### config.mk
export PLATFORM = sky130hd
export DESIGN_NAME = irq_ctrl
export DESIGN_NICKNAME = d
export VERILOG_FILES = /design/src/rtl/irq_ctrl.sv
export SDC_FILE = /design/constraint.sdc
export NUM_CORES = 1
export LEC_CHECK = 0
export ABC_AREA = 0
export BUFFER_PORTS_ARGS = -buffer_cell sky130_fd_sc_hd__buf_2
export CAP_MARGIN = 15
export CORE_MARGIN = 3
export CORE_UTILIZATION = 51
export DETAILED_ROUTE_END_ITERATION = 8
export PLACE_DENSITY = 0.84
export SLEW_MARGIN = 5
export SYNTH_ARGS = -nofsm -noshare
export SYNTH_HDL_FRONTEND = slang
export SYNTH_SLANG_ARGS = --single-unit
### constraint.sdc
create_clock -name CLOCK -period 2.23 [get_ports CLOCK]
set_clock_uncertainty 0.2 [all_clocks]
set_input_delay 0.3345 -clock CLOCK [delete_from_list [all_inputs] [get_ports CLOCK]]
set_output_delay 0.3345 -clock CLOCK [all_outputs]
set_load 0.02 [all_outputs]
### src/rtl/irq_ctrl.sv
// Parametrised interrupt controller: synchronised IRQ channels with per-channel mask and
// trigger mode, fixed lowest-index priority, REQ/ACK/EOI CPU handshake and a register window.
module irq_ctrl #(
   parameter int N_IRQ    = 3,
   parameter int ADDR_W   = 16,
   parameter int VEC_BASE = 2,
   parameter int VEC_STEP = 2
) (
   input  logic              CLOCK,
   input  logic              RESET,
   input  logic [N_IRQ-1:0]  IRQ_IN,
   input  logic              I_IEN,
   output logic              O_REQ,
   output logic [ADDR_W-1:0] O_VECTOR,
   input  logic              I_ACK,
   input  logic              I_EOI,
   input  logic              I_CS,
   input  logic              I_WREN,
   input  logic [1:0]        I_REG,
   input  logic [7:0]        I_DATA,
   output logic [7:0]        O_DATA
);

   typedef enum logic [1:0] {IDLE = 2'd0, REQ = 2'd1, SERVICE = 2'd2} state_t;

   state_t            state;
   logic [N_IRQ-1:0]  sync1, sync2, prev, mask, pending, mode;
   logic [1:0]        prime_cnt;
   logic [2:0]        grant;

   logic              wr_en;
   logic              grant_live;
   logic              unused_data;
   logic [N_IRQ-1:0]  wr_bits, reprime, events, grant_oh, ack_clr, sw_clr;
   logic [N_IRQ-1:0]  pending_nxt, eligible;
   logic [2:0]        winner;
   logic [ADDR_W-1:0] win_vector;
   logic [7:0]        rdata;

   assign wr_en       = I_CS & I_WREN;
   assign wr_bits     = I_DATA[N_IRQ-1:0];
   assign unused_data = ^I_DATA;
   assign reprime     = (wr_en && I_REG == 2'd2) ? (wr_bits ^ mode) : '0;
   assign sw_clr      = (wr_en && I_REG == 2'd1) ? wr_bits : '0;
   assign eligible    = pending & mask;

   // Events are suppressed while priming and on channels whose mode is being rewritten.
   always_comb begin
      events = '0;
      if (prime_cnt == 2'd0) begin
         for (int i = 0; i < N_IRQ; i++)
            events[i] = mode[i] ? (sync2[i] ^ prev[i]) : sync2[i];
      end
      events = events & ~reprime;
   end

   always_comb begin
      grant_oh = '0;
      for (int i = 0; i < N_IRQ; i++)
         grant_oh[i] = (grant == 3'(i));
   end

   assign grant_live  = |(mask & grant_oh);
   assign ack_clr     = (state == REQ && I_ACK) ? grant_oh : '0;
   // A set event in the same cycle as a clear keeps the bit set.
   assign pending_nxt = (pending & ~(ack_clr | sw_clr)) | events;

   always_comb begin
      winner = '0;
      for (int i = N_IRQ - 1; i >= 0; i--)
         if (eligible[i]) winner = 3'(i);
   end

   assign win_vector = ADDR_W'(VEC_BASE) + ADDR_W'(winner) * ADDR_W'(VEC_STEP);

   always_comb begin
      rdata = '0;
      case (I_REG)
         2'd0:    rdata[N_IRQ-1:0] = mask;
         2'd1:    rdata[N_IRQ-1:0] = pending;
         2'd2:    rdata[N_IRQ-1:0] = mode;
         default: rdata = {state, 3'b000, grant};
      endcase
   end

   always_ff @(posedge CLOCK) begin
      if (RESET) begin
         state     <= IDLE;
         sync1     <= '0;
         sync2     <= '0;
         prev      <= '0;
         mask      <= '0;
         pending   <= '0;
         mode      <= '1;
         prime_cnt <= 2'd3;
         grant     <= '0;
         O_REQ     <= 1'b0;
         O_VECTOR  <= '0;
         O_DATA    <= '0;
      end else begin
         sync1   <= IRQ_IN;
         sync2   <= sync1;
         prev    <= sync2;
         pending <= pending_nxt;
         if (prime_cnt != 2'd0)
            prime_cnt <= prime_cnt - 2'd1;
         if (wr_en && I_REG == 2'd0)
            mask <= wr_bits;
         if (wr_en && I_REG == 2'd2)
            mode <= wr_bits;
         if (I_CS)
            O_DATA <= rdata;

         // Grant and vector stay frozen from REQ entry until the handshake completes.
         case (state)
            IDLE: begin
               if (eligible != '0 && I_IEN) begin
                  state    <= REQ;
                  grant    <= winner;
                  O_REQ    <= 1'b1;
                  O_VECTOR <= win_vector;
               end
            end
            REQ: begin
               if (I_ACK) begin
                  state <= SERVICE;
                  O_REQ <= 1'b0;
               end else if (!grant_live || !I_IEN) begin
                  state <= IDLE;
                  O_REQ <= 1'b0;
               end
            end
            SERVICE: begin
               if (I_EOI)
                  state <= IDLE;
            end
            default: begin
               state <= IDLE;
               O_REQ <= 1'b0;
            end
         endcase
      end
   end

endmodule

==> metrics.md <==
| Metric | Value |
|---|---|
| CTS Buf Count | 5 |
| Power Dens Cells | 605 nW/µm² |
| Tmin final | 1650 ps |
| IO Port Bufs | 23 |
| CP arrival | 1740 ps |
| Final nets | 224 |
| Most frequent cells in the layout | 33 x dfxtp_1, 23 x buf_2, 16 x conb_1 |
| Slowest cell on crit path | dfxtp_1 |
| Crit start category | flop |
| H-tree lvl count | 2 |
| Register bit count reported by yosys | 33 |
| Final Max Tran Viols | 0 |
| Final setup vio count | 0 |
| Placed insts | 234 |
| Ys flop type | dfxtp_1 |
| Worst-path cell chain | a22o_1 > nor2_1 > ha_1 > or3b_1 > a21oi_1 |
| Layout area overhead | 9.79% |
| CTS tree | built |
| Chip width | 62.6 µm |
| Post-synthesis sequential area ratio | 0.404 |
| CP top delay family | flip-flops |
| Drt drc | 0 |
| First-pass GRT wire length | 4960 µm |
| WL final | 3050 µm |
| Vias after detailed routing | 1297 |
| Hold Vio Cnt, Final | 0 |
| Max Fclk | 604 MHz |
| Post-CTS Resized | 0 |
| Leak | 0.813 nW |
| Worst setup EP type | flop |
| Setup TNS | 0 ps |
| Clk root buf | clkbuf_4 |
| Unrepaired setup endpoints after global routing | false |
| Async SR Flop Fraction | 0 |
| Initial antenna violation count | 0 |
| Clock-pin slew on the worst setup and hold paths | 100 ps |
| Skew-Pair Late Insertion Delay | 350 ps |
| Worst path required time | 2320 ps |
| Avg WL per Cell | 12.5 µm |
| # fillers | 268 |
| Row cnt | 19 |
| Die height | 62.6 µm |
| GRT Overall Usage | 0.158 |
| Clk buf depth | 2 |
| Antenna Cells | 0 |
| Mapped Cells | 176 |
| Clk sinks | 33 |
| Crit-path max FO | 7 |
| Cell Count, Final, Fillers Out | 245 |
| Hold Path Class | in2reg |
| Initial Util | 0.564 |
| Vias per inst | 5.29 |
| TritonRoute pass-1 iters | 4 |
| Final RePlAce weighted congestion | 0.820 |
| Vias in the first global route | 1147 |
| WP buf/inv | 0 |
| Max Cap Viol | 0 |
| Post-synth EDFFs | 0 |
| First DRT Iteration DRCs | 59 |
| Yosys warns | 0 |
| Final period util | 0.742 |
| Grt ovf | 0 |
| Die area | 3920 µm² |
| Synth unique cells | 42 |
| Avg Inst Size Synth | 9.30 µm² |
| Critical path's largest stage delay | 450 ps |
| I/O pin count | 45 |
| Syn Std Cell Area | 1640 µm² |
| Share of post-route cells with drive strength above 1 | 0.212 |
| WS Path Type | reg2reg |
| Peak supply drop | 0.000429 V |
| Core outline area | 2900 µm² |
| Dpl hpwl | 2180 µm |
| Commonest non-fill, non-tap cell in the layout | dfxtp_1 |
| Largest net degree at the start of global routing | 32 |
| Routed Antenna Nets | 0 |
| Status | finished clean |
## registers in the layout (all words and copies together), names as in the netlist
register / cells
O_DATA: 5
O_REQ: 1
O_VECTOR: 3
grant: 2
mask: 3
mode: 3
pending: 3
prev: 3
prime_cnt: 2
state: 2
sync1: 3
sync2: 3
## cell usage after synthesis (3+ instances only)
cell type	count	area, µm²
a21oi_1	11	55.1
nand3b_1	4	30.0
buf_4	16	120
nor2b_1	11	68.8
a21boi_0	3	22.5
o21ai_0	8	40.0
nand2b_1	4	25.0
nor2_1	11	41.3
dfxtp_1	33	661
inv_1	11	41.3
nand2_1	5	18.8
or2_2	3	18.8
o2111ai_1	6	52.6
mux2i_1	7	70.1
clkbuf_1	5	18.8
or3b_1	3	26.3
## timing repair
action / 4_1_cts / 5_1_grt
hold buffers: 3 / 0
endpoints found under the hold margin: 3 / 0
setup buffers: 0 / 0
## logic make-up after synthesis
group,after synthesis,synth area share
mux,10,0.0772
flops,33,0.404
buf+inv,35,0.123
fa+ha+maj,2,0.0153
compound gates,39,0.167
other cells,1,0.00229
simple gates,55,0.206
xor+xnor,1,0.00535
## path summary, 6_finish.rpt
path / from / to / slack [ps] / cells past startpoint
setup / recovery: mask[0]$_SDFFE_PP0P_ / O_VECTOR[2]$_SDFFE_PP0P_ / 580 / 5
hold / removal: I_EOI / state[1]$_SDFFE_PP0P_ / 30 / 4
setup reg to reg: mask[0]$_SDFFE_PP0P_ / O_VECTOR[2]$_SDFFE_PP0P_ / 580 / 5
hold reg to reg: sync1[2]$_SDFF_PP0_ / sync2[2]$_SDFF_PP0_ / 250 / 1
## worst register-to-register path, delay by kind of cell (launching register included)
kind | cells | cell delay (ps)
AOI/OAI and AO/OA | 2 | 300
adders and majority gates | 1 | 270
DFF | 1 | 450
and+or+nand+nor | 2 | 390
## report_power, final
group          total (mW)  internal (mW)  switching (mW)
Combinational       0.136         0.0547          0.0815
Sequential          0.624          0.611          0.0129
Clock               0.326          0.120           0.206
## cell type report
class | instances | area [µm²] | area share
clock buffer | 6 | 41.3 | 0.0230
clock inverter | 2 | 10.0 | 0.00557
inverter | 11 | 41.3 | 0.0230
multi-input combinational | 123 | 831 | 0.462
sequential | 33 | 661 | 0.368
tap | 42 | 52.6 | 0.0292
timing repair buffer | 28 | 160 | 0.0891
## routing by layer
layer  track usage  share of wire
met3        0.0450          0.049
met1         0.190           0.45
met4        0.0909          0.024
met2         0.253           0.48
met5             0              0
## metrics by stage
stage                     worst slack, ps  area [µm²]  utilization  hold WS [ps]  power [mW]
after global placement                529        1720        0.591           219       0.765
after CTS                             574        1800        0.620          35.2        1.09
after floorplan                       664        1690            -           214       0.760
final                                 575        1800        0.620          34.9        1.09
after detailed placement              533        1720        0.591           233       0.770
after global routing                  465        1800        0.620          49.3        1.13
Power figures use the tool's default switching activity.
